[src/rtl/ws2812b_decoder.sv]
// WS2812B serial line decoder: recovers 24-bit GRB pixel words, frame gaps and bit errors.
// Define WS2812B_DECODER_STATS_EN to build the frame_pixels / err_count statistics registers.
module ws2812b_decoder #(
    parameter int THRESH_CYC   = 30,
    parameter int MIN_HIGH_CYC = 8,
    parameter int MAX_HIGH_CYC = 60,
    parameter int RESET_CYC    = 2500
) (
    input  logic        clk,
    input  logic        glbl_reset,
    input  logic        data_in,
    output logic [23:0] pixel_data,
    output logic        pixel_valid,
    output logic [7:0]  pixel_index,
    output logic        frame_done,
    output logic        bit_error,
    output logic [15:0] frame_pixels,
    output logic [7:0]  err_count
);

    localparam logic [15:0] THRESH   = 16'(THRESH_CYC);
    localparam logic [15:0] MIN_HIGH = 16'(MIN_HIGH_CYC);
    localparam logic [15:0] MAX_M1   = 16'(MAX_HIGH_CYC - 1);
    localparam logic [15:0] RESET_M1 = 16'(RESET_CYC - 1);

    typedef enum logic [1:0] {SYNC, IDLE, HIGH, LOW} state_t;

    logic [1:0]  sync_reg;
    logic        level_reg;
    logic        rise_reg;
    logic        fall_reg;

    state_t      state_reg;
    logic [15:0] cnt_reg;
    logic [4:0]  bit_cnt_reg;
    logic [23:0] shift_reg;
    logic [23:0] word_reg;
    logic        pix_pend_reg;
    logic        err_pend_reg;
    logic        done_pend_reg;
    logic        start_pend_reg;
    logic [7:0]  next_idx_reg;

    logic [15:0] cnt_inc;
    logic [23:0] shift_next;
    logic        pix_fire;

    assign cnt_inc    = (cnt_reg == 16'hFFFF) ? cnt_reg : cnt_reg + 16'd1;
    assign shift_next = {shift_reg[22:0], (cnt_reg >= THRESH)};
    assign pix_fire   = pix_pend_reg & ~err_pend_reg;

    // Synchronizer plus registered edge strobes aligned with the delayed level.
    always_ff @(posedge clk or posedge glbl_reset) begin
        if (glbl_reset) begin
            sync_reg  <= 2'b00;
            level_reg <= 1'b0;
            rise_reg  <= 1'b0;
            fall_reg  <= 1'b0;
        end else begin
            sync_reg  <= {sync_reg[0], data_in};
            level_reg <= sync_reg[1];
            rise_reg  <= sync_reg[1] & ~level_reg;
            fall_reg  <= ~sync_reg[1] & level_reg;
        end
    end

    always_ff @(posedge clk or posedge glbl_reset) begin
        if (glbl_reset) begin
            state_reg      <= SYNC;
            cnt_reg        <= 16'd0;
            bit_cnt_reg    <= 5'd0;
            shift_reg      <= 24'd0;
            word_reg       <= 24'd0;
            pix_pend_reg   <= 1'b0;
            err_pend_reg   <= 1'b0;
            done_pend_reg  <= 1'b0;
            start_pend_reg <= 1'b0;
        end else begin
            pix_pend_reg   <= 1'b0;
            err_pend_reg   <= 1'b0;
            done_pend_reg  <= 1'b0;
            start_pend_reg <= 1'b0;
            case (state_reg)
                SYNC: begin
                    if (level_reg) begin
                        cnt_reg <= 16'd0;
                    end else if (cnt_reg == RESET_M1) begin
                        state_reg <= IDLE;
                        cnt_reg   <= 16'd0;
                    end else begin
                        cnt_reg <= cnt_inc;
                    end
                end
                IDLE: begin
                    if (rise_reg) begin
                        state_reg      <= HIGH;
                        cnt_reg        <= 16'd1;
                        bit_cnt_reg    <= 5'd0;
                        start_pend_reg <= 1'b1;
                    end
                end
                HIGH: begin
                    if (fall_reg) begin
                        if (cnt_reg < MIN_HIGH) begin
                            err_pend_reg <= 1'b1;
                            state_reg    <= SYNC;
                            cnt_reg      <= 16'd0;
                            bit_cnt_reg  <= 5'd0;
                        end else begin
                            shift_reg <= shift_next;
                            state_reg <= LOW;
                            cnt_reg   <= 16'd1;
                            if (bit_cnt_reg == 5'd23) begin
                                pix_pend_reg <= 1'b1;
                                word_reg     <= shift_next;
                                bit_cnt_reg  <= 5'd0;
                            end else begin
                                bit_cnt_reg <= bit_cnt_reg + 5'd1;
                            end
                        end
                    end else if (cnt_reg == MAX_M1) begin
                        // This cycle is the MAX_HIGH_CYC-th high cycle.
                        err_pend_reg <= 1'b1;
                        state_reg    <= SYNC;
                        cnt_reg      <= 16'd0;
                        bit_cnt_reg  <= 5'd0;
                    end else begin
                        cnt_reg <= cnt_inc;
                    end
                end
                LOW: begin
                    if (rise_reg) begin
                        state_reg <= HIGH;
                        cnt_reg   <= 16'd1;
                    end else if (cnt_reg == RESET_M1) begin
                        done_pend_reg <= 1'b1;
                        state_reg     <= IDLE;
                        cnt_reg       <= 16'd0;
                        bit_cnt_reg   <= 5'd0;
                    end else begin
                        cnt_reg <= cnt_inc;
                    end
                end
                default: begin
                    state_reg <= SYNC;
                    cnt_reg   <= 16'd0;
                end
            endcase
        end
    end

    // Output stage: all strobes leave together, an error suppresses a pending pixel.
    always_ff @(posedge clk or posedge glbl_reset) begin
        if (glbl_reset) begin
            pixel_data   <= 24'd0;
            pixel_valid  <= 1'b0;
            pixel_index  <= 8'd0;
            frame_done   <= 1'b0;
            bit_error    <= 1'b0;
            next_idx_reg <= 8'd0;
        end else begin
            pixel_valid <= 1'b0;
            frame_done  <= 1'b0;
            bit_error   <= err_pend_reg;
            if (start_pend_reg) begin
                pixel_index  <= 8'd0;
                next_idx_reg <= 8'd0;
            end
            if (pix_fire) begin
                pixel_data   <= word_reg;
                pixel_valid  <= 1'b1;
                pixel_index  <= next_idx_reg;
                next_idx_reg <= next_idx_reg + 8'd1;
            end
            if (done_pend_reg) begin
                frame_done   <= 1'b1;
                pixel_index  <= 8'd0;
                next_idx_reg <= 8'd0;
            end
        end
    end

`ifdef WS2812B_DECODER_STATS_EN
    logic [15:0] frame_cnt_reg;

    always_ff @(posedge clk or posedge glbl_reset) begin
        if (glbl_reset) begin
            frame_cnt_reg <= 16'd0;
            frame_pixels  <= 16'd0;
            err_count     <= 8'd0;
        end else begin
            if (start_pend_reg) begin
                frame_cnt_reg <= 16'd0;
            end else if (pix_fire && frame_cnt_reg != 16'hFFFF) begin
                frame_cnt_reg <= frame_cnt_reg + 16'd1;
            end
            if (done_pend_reg) begin
                frame_pixels  <= frame_cnt_reg;
                frame_cnt_reg <= 16'd0;
            end
            if (err_pend_reg && err_count != 8'hFF) begin
                err_count <= err_count + 8'd1;
            end
        end
    end
`else
    assign frame_pixels = 16'd0;
    assign err_count    = 8'd0;
`endif

endmodule

[config.mk]
export PLATFORM = sky130hd
export DESIGN_NAME = ws2812b_decoder
export DESIGN_NICKNAME = d
export VERILOG_FILES = /design/src/rtl/ws2812b_decoder.sv
export SDC_FILE = /design/constraint.sdc
export NUM_CORES = 1
export LEC_CHECK = 0
export ABC_AREA = 1
export BUFFER_PORTS_ARGS = -buffer_cell sky130_fd_sc_hd__buf_2
export CAP_MARGIN = 40
export CELL_PAD_IN_SITES_DETAIL_PLACEMENT = 0
export CELL_PAD_IN_SITES_GLOBAL_PLACEMENT = 1
export CORE_MARGIN = 1.5
export CORE_UTILIZATION = 44
export DETAILED_ROUTE_END_ITERATION = 10
export PLACE_DENSITY = 0.77
export SETUP_SLACK_MARGIN = 0.3
export SYNTH_ARGS = -nofsm -noshare
export SYNTH_HDL_FRONTEND = slang
export SYNTH_SLANG_ARGS = --single-unit
[constraint.sdc]
create_clock -name clk -period 4 [get_ports clk]
set_clock_uncertainty 0.05 [all_clocks]
set_input_delay 0.4 -clock clk [delete_from_list [all_inputs] [get_ports clk]]
set_output_delay 0.4 -clock clk [all_outputs]
set_load 0.01 [all_outputs]
# Word level (Yosys, flattened, before mapping)
# Cells that the tools add are included.
[word_totals]
reg_bits = 122
in_bits = 3
out_inout_bits = 59
wordCells = 95
[classes]
add_sub_neg = 3
magnitude_cmp = 2
n_eq_ne = 12
mux = 45
bitwise_logic = 7
n_reduce_logical = 7
[op_table]
columns = ["op", "count"]
rows = [
  ["$mux 16", 7],
  ["$pmux 16 s4", 1],
  ["$mux 8", 5],
  ["$mux 5", 7],
  ["$add 16x1->16 const B", 1],
  ["$eq 16x12->1 const B", 1],
  ["$eq 16x16->1 const B", 1],
  ["$eq 16x6->1 const B", 1],
  ["$ge 16x5->1 const B", 1],
  ["$lt 16x4->1 const B", 1],
  ["$mux 1", 16],
  ["$pmux 5 s3", 1],
  ["$mux 2", 7],
  ["$add 8x1->8 const B", 1],
  ["$ne 2x2->1 const B", 4],
  ["$pmux 2 s4", 1],
  ["$reduce_and 3->1", 2],
  ["$reduce_bool 3->1", 2],
  ["$add 5x1->5 const B", 1],
  ["$eq 5x5->1 const B", 1],
  ["$reduce_and 5->1", 1],
  ["$eq 2x2->1 const B", 2],
  ["$not 1->1", 4],
  ["$reduce_and 4->1", 1],
  ["4 further kinds", 6],
]

# Logic depth before layout (Yosys ltp)
[logic_depth]
ltp_word = 5
ltp_mapped = 11
depth_no_buf = 10

# Worst setup path after synthesis
# No wires, ideal clock.
[synth_path]
kind = "register -> register"
from = "register cnt_reg[0]"
to = "register cnt_reg[2]"
setup_time_ns = 0.118
arrival_time_ns = 1.412
t_required_ns = 3.832
path_slack_ns = 2.419
stages_incl_launch_ff = 10
path_buffers = 0
synth_period_minus_slack_ns = 1.581
cell_sequence = "dfrtp_1 > ha_1 > nand2_1 > nor2_4 > nand2_1 > nor2_2 > nor2_1 > nand2_1 > xor2_1 > nor2_1"
[synth_via]
elab_chain_cells = 5
elab_cells_between_ends = 11
classes_between = "add/sub (1); eq/ne (3); mux (7)"
[synth_lines]
columns = ["element", "line_no", "source"]
rows = [
  ["from (decl)", "34", "logic [15:0] cnt_reg;"],
  ["from (signal assigned)", "91", "cnt_reg <= cnt_inc;"],
  ["from (signal assigned)", "128", "cnt_reg <= cnt_inc;"],
  ["from (signal assigned)", "141", "cnt_reg <= cnt_inc;"],
  ["$add 16x1->16 / $eq 16x16->1 (equally long branches)", "48", "assign cnt_inc = (cnt_reg == 16'hFFFF) ? cnt_reg : cnt_reg + 16'd1;"],
  ["$mux 16", "48", ""],
  ["$mux 16 (on tied branches)", "87, 135, 121", ""],
  ["$mux 16 (on tied branches)", "132, 103, 85", ""],
  ["$pmux 16 s4 (*)", "83", "case (state_reg)"],
]
# Every way passes the cells marked *; elsewhere a longest branch is shown, timed or not.
# A chain may end at the register's enable or synchronous reset.

# Final worst setup path
[layout_path]
from = "register err_pend_reg"
to = "register next_idx_reg[6]"
[layout_via]
elab_chain_cells = 4
elab_cells_between_ends = 5
classes_between = "mux (2); bitwise (2); reduce/logical (1)"
[layout_lines]
columns = ["element", "line_no", "source"]
rows = [
  ["from (decl)", "39", "logic err_pend_reg;"],
  ["from (signal assigned)", "75", "err_pend_reg <= 1'b0;"],
  ["from (signal assigned)", "80", "err_pend_reg <= 1'b0;"],
  ["from (signal assigned)", "105", "err_pend_reg <= 1'b1;"],
  ["$not 1->1 (*)", "50", "assign pix_fire = pix_pend_reg & ~err_pend_reg;"],
  ["$and 1x1->1 (*)", "50", ""],
  ["$mux 8", "169", "if (pix_fire) begin"],
  ["$mux 8", "175", "if (done_pend_reg) begin"],
  ["to (signal assigned)", "173", "next_idx_reg <= next_idx_reg + 8'd1;"],
  ["to (decl)", "42", "logic [7:0] next_idx_reg;"],
]
# Marks and branches as above.

==> parameters.txt <==
Parameter                              Value

STA
  Count of endpoints failing hold in the final timing report ... 0
  Finish-stage setup viols ... 0
  Slew of the pin with the lowest slew margin ... 0.577 ns
  Total negative slack for setup checks ... 0 ns
  Tcrit/Tclk final ... 59.1%
  Worst relative slew slack ... 61.4%
  Final-report max-slew violation count ... 0
  Highest Clock Rate ... 0.423 GHz
  Setup repair after global routing missed its margin ... false
  Minimum clock period ... 2.37 ns

Setup path
  Number of cell instances on the worst register-to-register path ... 8
  Category of the critical setup timing path ... reg -> reg
  Critical Path AT ... 2.63 ns
  R2r endpoint ... next_idx_reg[6]$_DFFE_PP0P_
  Endpoint of the worst setup timing path ... next_idx_reg[6]$_DFFE_PP0P_
  Launch point of the worst reg-to-reg path ... err_pend_reg$_DFF_PP0_
  Kind of end point of the critical path ... flop
  Slack of the worst reg-to-reg path ... 1.63 ns
  Required time at the endpoint of the critical path ... 4.26 ns
  Critical path launch point type ... flop
  Worst-path maximum fanout ... 34
  Source of the critical timing path ... err_pend_reg$_DFF_PP0_

Placement
  Sum of net half-perimeters after detailed placement ... 7230 um
  Placement Cell Area ... 0.00582 mm2
  Routability congestion estimate from global placement ... 0.845
  Count of buffers inserted at the top-level ports ... 37

Clocking
  Clk root buf ... clkbuf_16
  Sink count of the clock tree ... 122
  Maximum level of the CTS H-tree ... 4
  Clock buffers created by TritonCTS ... 17
  Count of cells resized by post-cts repair ... 0
  Clk_lat worst skew ... 0.41 ns
  Clock transition at the register clock pins on the worst setup and hold paths after CTS ... 0.06 ns
  Max Root-Sink Buffers ... 2
  Clock tree from TritonCTS ... yes

Global routing
  Antenna violations before repair ... 0
  Overall Global Routing Usage ... 17.5%
  Vias in the first global route ... 3,912
  Sum of overflow across all layers after global routing ... 0
  First-pass GRT wire length ... 18,200 um
  Maximum number of pins on one net before global-route repair ... 65

Cells and area
  Area of all placed cells without fillers ... 0.00643 mm2
  Final nets ... 686
  Filler Cells Inserted ... 1,129
  Syn-to-layout area delta ... 15.7%
  Antenna diode count ... 0
  Fraction of layout cells with a size suffix above 1 ... 14.9%
  Register area ... 0.00305 mm2
  Area of the multi-input gates ... 0.00201 mm2

Detailed routing
  Average vias per placed instance ... 4.67
  Overall via count from detail_route ... 4,016
  Drt wl/cell ... 12.3 um
  Iteration-0 DRC Markers ... 271
  First-pass iteration count of the detailed router ... 4
  Count of antenna-violating nets left after detailed routing ... 0
  Number of design rule violations left after detail routing ... 0
  Total Routed Length ... 10,600 um

Synth
  Number of unique standard cell types used by synthesis ... 39
  Cells taking the most area after synthesis ... dfrtp_1, nand2_1, o21ai_0
  Number of storage elements in the synthesis netlist ... 122
  Synthesized instance count ... 636
  Portion of the post-synthesis area used by sequential elements ... 54.9%
  Total number of yosys warnings ... 0
  Cell accounting for the most synthesized area ... dfrtp_1
  Synthesized area ... 0.00556 mm2
  Average cell area after synthesis ... 8.74 um2
  Share of Yosys cell area claimed by the top area cell type ... 54.9%

Pwr
  Power density of the placed cells ... 446 mW/mm2
  Internal power ... 2250 uW
  Clock network fraction of design power ... 54.6%
  Static Leakage ... 0.00319 uW
  Logic pwr share ... 2.0%
  VDD IR max ... 0.226 mV
  Final Total Pwr ... 2870 uW
  Switching power of the nets ... 619 uW
  Share of total power in sequential cells ... 43.4%
  Share of total power consumed by net switching ... 21.6%

Floorplanning
  Chip Height ... 115 um
  Number of top-level design ports ... 62
  Die Area ... 0.0133 mm2
  Standard-cell rows ... 40
  Area of the core ... 0.0122 mm2
  Initial standard-cell utilization of the core ... 45.7%
  Horizontal die dimension ... 115 um

Hold path
  Hold path startpoint ... data_in
  Type of the most critical hold path ... in -> reg

Run status
  Run status ... finished clean

Run
  Count of maximum capacitance violations ... 0
==> worst min path at each step <==
stage / end / slack [ns] / depth (start not counted)
3_3_place_gp: sync_reg[1]$_DFF_PP0_ / 0.28 / 0
6_report: sync_reg[0]$_DFF_PP0_ / 0.05 / 1
5_1_grt: sync_reg[0]$_DFF_PP0_ / 0.04 / 1
4_1_cts: sync_reg[0]$_DFF_PP0_ / 0.03 / 1
3_5_place_dp: cnt_reg[2]$_DFFE_PP0P_ / 0.29 / 2
2_1_floorplan: sync_reg[1]$_DFF_PP0_ / 0.28 / 0
==> stage by stage <==
step	worst slack, ns	instances	util, %	hold slack [ns]
2_1_floorplan	0.307	659	-	0.281
3_5_place_dp	1.64	827	47.8	0.287
4_1_cts	1.63	860	52.9	0.0343
3_3_place_gp	1.53	824	47.3	0.284
5_1_grt	1.45	860	52.9	0.0371
6_report	1.63	860	52.9	0.0501
==> power by group through the flow <==
stage,clock (uW),combinational (uW),sequential (uW)
floorplan,0,60.4,1270
global placement,0,54.3,1270
detailed placement,0,59.2,1270
CTS,1600,60.0,1250
global route,1660,67.8,1250
finish,1570,57.6,1250
==> cell usage after synthesis (all sizes together) <==
cell	n
xnor2	4
nor2	67
xor2	7
o2111ai	1
ha	4
dfrtp	122
o221ai	1
a22o	1
buf	36
a21oi	5
o32ai	1
nor3	7
inv	74
nand3	29
nand2	182
o22ai	3
conb	1
clkbuf	6
o21ai	76
nand4	7
o31ai	1
o21bai	1
==> cell type report <==
class / instances / share of cell area, %
sequential: 122 / 47.5
multi-input combinational: 421 / 31.2
clock buffer: 19 / 6.88
inverter: 74 / 4.43
timing repair buffer: 43 / 4.20
tap: 168 / 3.27
clock inverter: 13 / 2.57
==> worst max-delay path, stage by stage, from the launching register on <==
cell     delay, ns
dfrtp_1       0.39
nor2_2        0.41
inv_1         0.28
buf_16        0.23
nor2_2        0.29
inv_1         0.22
o22ai_1       0.20
o31ai_1       0.10
o21ai_0       0.09
==> cell families after synthesis <==
family	after synthesis	synth area share (%)
compound gates	90	9.13
xor+xnor	11	1.73
fa+ha+maj	4	0.900
buf+inv	116	10.6
flops	122	54.9
other cells	1	0.0674
simple gates	292	22.7
==> repair_timing <==
| item | CTS | global route |
|---|---|---|
| setup buffers | 0 | 0 |
| hold buffers | 1 | 0 |
| hold endpoints to repair | 13 | 0 |
| endpoints found under the setup margin | 0 | 0 |
==> layer usage <==
metal  share of wire, %  track usage [%]  wire length [um]  vias to the layer above
met2                 47             27.2              4970                       68
met3                3.1             4.08               323                        5
met4               0.64             7.57                68                        0
li1                   -                -                 -                     2047
met1                 49             23.7              5230                     1896
met5                  0                0                 0                        -
==> layout by cell type, fill, tap and decap left out, types with 9 or more instances in the layout <==
cell       count
dfrtp_1      122
clkbuf_16     17
nor2_1        57
nand2_1      179
nand3_1       27
buf_2         38
o21ai_2        9
o21ai_0       60
inv_1         71
conb_1        24
No activity file was read; power rests on OpenSTA's default activity.
